$ cat config.mk
export PLATFORM = sky130hd
export DESIGN_NAME = alu_resp_misr
export DESIGN_NICKNAME = d
export VERILOG_FILES = /design/src/rtl/alu_resp_misr.sv
export SDC_FILE = /design/constraint.sdc
export NUM_CORES = 1
export LEC_CHECK = 0
export ABC_AREA = 1
export CORE_MARGIN = 2
export CORE_UTILIZATION = 25
export CTS_BUF_LIST = sky130_fd_sc_hd__clkbuf_16
export CTS_CLUSTER_DIAMETER = 40
export DETAILED_ROUTE_END_ITERATION = 8
export DONT_BUFFER_PORTS = 1
export MAX_ROUTING_LAYER = met4
export PLACE_DENSITY_LB_ADDON = 0.2
export SLEW_MARGIN = 20
export SYNTH_ARGS = -nofsm -noshare
export SYNTH_HDL_FRONTEND = slang
export SYNTH_SLANG_ARGS = --single-unit
$ cat constraint.sdc
create_clock -name clk -period 2.1 [get_ports clk]
set_input_delay 0.105 -clock clk [delete_from_list [all_inputs] [get_ports clk]]
set_output_delay 0.105 -clock clk [all_outputs]
set_load 0.03 [all_outputs]
$ cat src/rtl/alu_resp_misr.sv
// alu_resp_misr: response compactor for the 8-bit ALU.
// Folds alu_out into a MISR signature over a programmed window that starts
// SKIP cycles after start, then compares the result with a golden value.
module alu_resp_misr #(
  parameter int               WIDTH = 8,
  parameter logic [WIDTH-1:0] POLY  = 8'h1D,
  parameter logic [WIDTH-1:0] SEED  = 8'h00,
  parameter int               SKIP  = 2,
  parameter int               CNT_W = 8
) (
  input  logic             clk,
  input  logic             reset,
  input  logic             start,
  input  logic [CNT_W-1:0] num_vec,
  input  logic [WIDTH-1:0] alu_out,
  input  logic [WIDTH-1:0] golden,
  output logic             busy,
  output logic             done,
  output logic             pass,
  output logic [WIDTH-1:0] signature
);

  localparam logic [1:0] ST_IDLE    = 2'd0;
  localparam logic [1:0] ST_SKIP    = 2'd1;
  localparam logic [1:0] ST_COMPACT = 2'd2;
  localparam logic [1:0] ST_DONE    = 2'd3;

  // skip_cnt is 4 bits wide, which bounds SKIP to 0..15
  localparam logic [3:0]       SKIP_LD   = 4'(SKIP);
  localparam bit               SKIP_ZERO = (SKIP == 0);
  localparam logic [CNT_W-1:0] CNT_ONE   = {{(CNT_W-1){1'b0}}, 1'b1};

  // One MISR step: shift left, apply feedback taps when the MSB falls out,
  // then xor in the new response word.
  function automatic logic [WIDTH-1:0] misr_step(input logic [WIDTH-1:0] sig,
                                                 input logic [WIDTH-1:0] din);
    logic [WIDTH-1:0] fb;
    if (sig[WIDTH-1]) begin
      fb = POLY;
    end else begin
      fb = {WIDTH{1'b0}};
    end
    return {sig[WIDTH-2:0], 1'b0} ^ fb ^ din;
  endfunction

  logic [1:0]       state_r;
  logic [3:0]       skip_cnt_r;
  logic [CNT_W-1:0] vec_cnt_r;

  logic [1:0]       state_s;
  logic [3:0]       skip_cnt_s;
  logic [CNT_W-1:0] vec_cnt_s;
  logic [WIDTH-1:0] sig_s;
  logic [WIDTH-1:0] fold_s;
  logic             busy_s;
  logic             done_s;
  logic             pass_s;

  // Next-state and next-output computation; everything holds unless a
  // state rule below says otherwise.
  always_comb begin
    state_s    = state_r;
    skip_cnt_s = skip_cnt_r;
    vec_cnt_s  = vec_cnt_r;
    sig_s      = signature;
    busy_s     = busy;
    done_s     = done;
    pass_s     = pass;
    fold_s     = misr_step(signature, alu_out);

    case (state_r)
      ST_IDLE, ST_DONE: begin
        if (start) begin
          sig_s      = SEED;
          vec_cnt_s  = num_vec;
          skip_cnt_s = SKIP_LD;
          done_s     = 1'b0;
          pass_s     = 1'b0;
          if (num_vec == {CNT_W{1'b0}}) begin
            // empty window: the seed itself is the final signature
            state_s = ST_DONE;
            busy_s  = 1'b0;
            done_s  = 1'b1;
            pass_s  = (golden == SEED);
          end else if (SKIP_ZERO) begin
            state_s = ST_COMPACT;
            busy_s  = 1'b1;
          end else begin
            state_s = ST_SKIP;
            busy_s  = 1'b1;
          end
        end else begin
          state_s = state_r;
        end
      end

      ST_SKIP: begin
        // alu_out still carries stale results from before the first vector
        skip_cnt_s = skip_cnt_r - 4'd1;
        if (skip_cnt_r == 4'd1) begin
          state_s = ST_COMPACT;
        end else begin
          state_s = ST_SKIP;
        end
      end

      ST_COMPACT: begin
        sig_s     = fold_s;
        vec_cnt_s = vec_cnt_r - CNT_ONE;
        if (vec_cnt_r == CNT_ONE) begin
          // verdict uses the value being folded on this very edge
          state_s = ST_DONE;
          busy_s  = 1'b0;
          done_s  = 1'b1;
          pass_s  = (fold_s == golden);
        end else begin
          state_s = ST_COMPACT;
        end
      end

      default: begin
        state_s = ST_IDLE;
        busy_s  = 1'b0;
        done_s  = 1'b0;
        pass_s  = 1'b0;
      end
    endcase
  end

  // State, counters and all outputs registered; reset overrides start.
  always_ff @(posedge clk) begin
    if (reset) begin
      state_r    <= ST_IDLE;
      skip_cnt_r <= 4'd0;
      vec_cnt_r  <= {CNT_W{1'b0}};
      signature  <= SEED;
      busy       <= 1'b0;
      done       <= 1'b0;
      pass       <= 1'b0;
    end else begin
      state_r    <= state_s;
      skip_cnt_r <= skip_cnt_s;
      vec_cnt_r  <= vec_cnt_s;
      signature  <= sig_s;
      busy       <= busy_s;
      done       <= done_s;
      pass       <= pass_s;
    end
  end

endmodule

==> impl_results.md <==
- Status: completed
- Final setup violation count: 0
- Max-cap violation count: 0
- Post-layout util: roughly 29%
- Post-Synth Simple-Gate Area: between 30% and 40%
- Synth cell types: 29
- CP Cell Sequence: inv_1, ha_1, inv_2, nor2_4, inv_2, o21ai_2, inv_4, nand2_2, inv_2, o21ai_0, a21oi_1
- Io pins: 38
- Largest cells by area after synthesis: dfxtp_1, nand2_1, inv_1
- Buf/Inv on CP: 5
- Post-CTS setup buffers: 0
- Largest net degree at the start of global routing: 14
- Synthesized instance count: between 200 and 300
- Initial Util: about a quarter
- Total CTS buffers: 3
- Post-CTS Resized: 0
- Place WS: 0.343 ns
- Post-synthesis cell area: between 1500 and 2000 sq um
- Sw Ratio: between 40% and 50%
- PwrDens: approximately 1400 nW/um^2
- CTS max path bufs: 2
- Core area: ~6300 sq um
- Total Die Area: roughly 7200 sq um
- Internal power: ~1.3 mW
- Adder-Cell Fraction of Synth Area: 4.57%
- Main combinational cell family by area after synthesis: simple AND/OR/NAND/NOR gates
- Clock network fraction of design power: 17.0%
- WP data arrival: 1.88 ns
- Clk Latency, worst-skew pair: around 0.26 ns
- CTS sink count: 25
- Crit-path most repeated cell: inv_2
- Syn nets: ~300
- HPWL Detailed: approximately 3500 microns
- Total grt overflow: 0
- Net Sw Power: around 1.2 mW
- Lkg Pwr: ~0.8 nW
- Worst min-delay path class: in2reg
- Async S/R FF share, synth: 0%
- Antenna Violating Nets Remaining: 0
- Sequential area share after synthesis: roughly 30%
- Ratio of cells with drive above 1 in the final layout: 7.12%
- FMAX: 577 MHz
- Cell with the most instances after synthesis: nand2_1
- Largest stage delay, worst path: 0.35 ns
- CP Class: reg2reg
- Critical path's slowest cell: dfxtp_1
- Critical Path Source Type: flop
- CTS clk-pin slew, worst paths: about 0.06 ns
- Warning count from the yosys run: 0
- Final Max Slew Viols: 0
- Sequential share of power: about 33%
- Length of the first detailed-routing pass in iterations: 4
- Worst slew margin: about three fifths
- Worst hold slack: around 0.011 ns
- Final Hold Viols: 0
- Die Y: 85.0 microns
- GRT Overall Usage: 13.1%
- Fin Clk Skew: approximately 0.0017 ns
- Rows: 29
- Synthesized flop and latch total: 25
- PortBufs: 0
- CTS Root Cell: clkbuf_16
- Largest area contributor in the netlist: dfxtp_1
- Total vias in the final route: about 1600
- Final period utilization: 82.5%
- Worst Max-Slew Pin Slew: ~0.60 ns
- CTS H-Tree Depth: 1
- Post-Syn Area per Cell: between 6 and 7 sq um
- Top FF cell, synth: dfxtp_1
- Combinational share of power: about half
- Top cell family by delay on the critical path: buffers and inverters
- Max VDD drop: a little over 0.6 mV
- RSZ-0062 raised after global routing: false
- Routed len/inst: approximately 13 microns
- Crit Path Max Fanout: 13
- Final Power: approximately 2.5 mW
- Die W: 85.0 microns
- CTS Hold Bufs: 1
- Most frequent cells after synthesis: nand2_1, inv_1, nand3_1
- Setup_tns: 0 ns
- Vias in the first global route: around 1500
- Critical Path RT: ~2.3 ns
- Placed inst area: approximately 1700 sq um
- Synth Area in XOR/XNOR: between 2 and 2.5%
- Area Overhead vs Synth: 10.7%
- Design area: 1820 sq um
- Post-layout nets: approximately 300
- DRC violations left: 0
- DRT iter0 DRCs: 35
- Setup ws final: 0.367 ns
- Initial antenna violation count: 0
- Final Non-Filler Cells: between 300 and 400
- Complex-gate fraction of the synthesized area: approximately 16%
- Gpl congestion: slightly below 0.8
- Fillers: 711
- ANT cells: 0
- TritonCTS clock tree: done
- Top-area cell type share of the netlist area: between 30% and 40%
- Final worst path period need: roughly 1.7 ns
- Vias per inst: ~4.6
- First-pass GRT wire length: 7470 microns
- EDFF count, synth: 0
- Crit. End Element: flop
- Routed WL: about 4300 microns
- Mux cell area share after synthesis: 0%
- Placed insts: around 340
-- power groups by stage --
stage,logic [mW],registers [mW],clock network [mW]
3_3_place_gp,1.22,0.833,0
4_1_cts,1.25,0.820,0.442
2_1_floorplan,1.04,0.799,0
5_1_grt,1.45,0.845,0.462
6_report,1.23,0.819,0.421
3_5_place_dp,1.24,0.829,0
-- worst reg2reg max path: cells and delay by family, from the launching register on --
| kind | cells | cell delay, ns |
|---|---|---|
| buffers and inverters | 5 | 0.35 |
| DFF | 1 | 0.35 |
| adders and majority gates | 1 | 0.34 |
| AOI/OAI and AO/OA | 3 | 0.33 |
| and+or+nand+nor | 2 | 0.25 |
-- routing by layer --
metal | track usage, % | wire (microns) | vias to the layer above
li1 | - | - | 857
met1 | 16.6 | 2040 | 699
met2 | 20.5 | 1990 | 18
met3 | 3.89 | 233 | 8
met4 | 3.32 | 77 | 0
met5 | - | 0 | -
-- layout make-up --
type / count / area, sq um / share of cell area, %
Tap cell: 77 / 96.3 / 5.30
Sequential cell: 25 / 500 / 27.5
Multi-Input combinational cell: 190 / 933 / 51.4
Clock inverter: 1 / 3.75 / 0.207
Timing Repair Buffer: 6 / 47.5 / 2.62
Inverter: 42 / 160 / 8.82
Clock buffer: 3 / 75.1 / 4.13
-- registers in the layout, summed over array words and instances (netlist names) --
register    cells
skip_cnt_r      4
signature       8
done            1
busy            1
state_r         2
vec_cnt_r       8
pass            1
-- layout by cell type, fill, tap and decap left out, drive strengths merged --
master,n
inv,43
nand4,2
xor2,3
o22ai,1
o211ai,2
nand2,73
nand3,26
a31oi,1
buf,5
nand3b,1
ha,6
nor3,5
or2,2
o21ai,19
clkbuf,3
dfxtp,25
dlygate4sd3,1
xnor2,1
a21oi,25
nor2,21
a211oi,2
-- kinds of logic (layout without fill, tap and decap cells) --
logic type,Yosys count,in the layout
buffers and inverters,49,52
AO/OA/AOI/OAI,50,50
XOR/XNOR,4,4
adder cells (fa/ha/maj),6,6
flip-flops,25,25
AND/OR/NAND/NOR,130,130
-- final timing paths --
| kind | start | endpoint | slack [ns] | cells after the start |
|---|---|---|---|---|
| min reg2reg | skip_cnt_r[0] | skip_cnt_r[0] | 0.50 | 1 |
| max | state_r[0] | pass | 0.37 | 11 |
| max reg2reg | state_r[0] | pass | 0.37 | 11 |
| min | num_vec[0] | vec_cnt_r[0] | 0.01 | 2 |
Note: power is estimated with default switching activity, not from simulation.
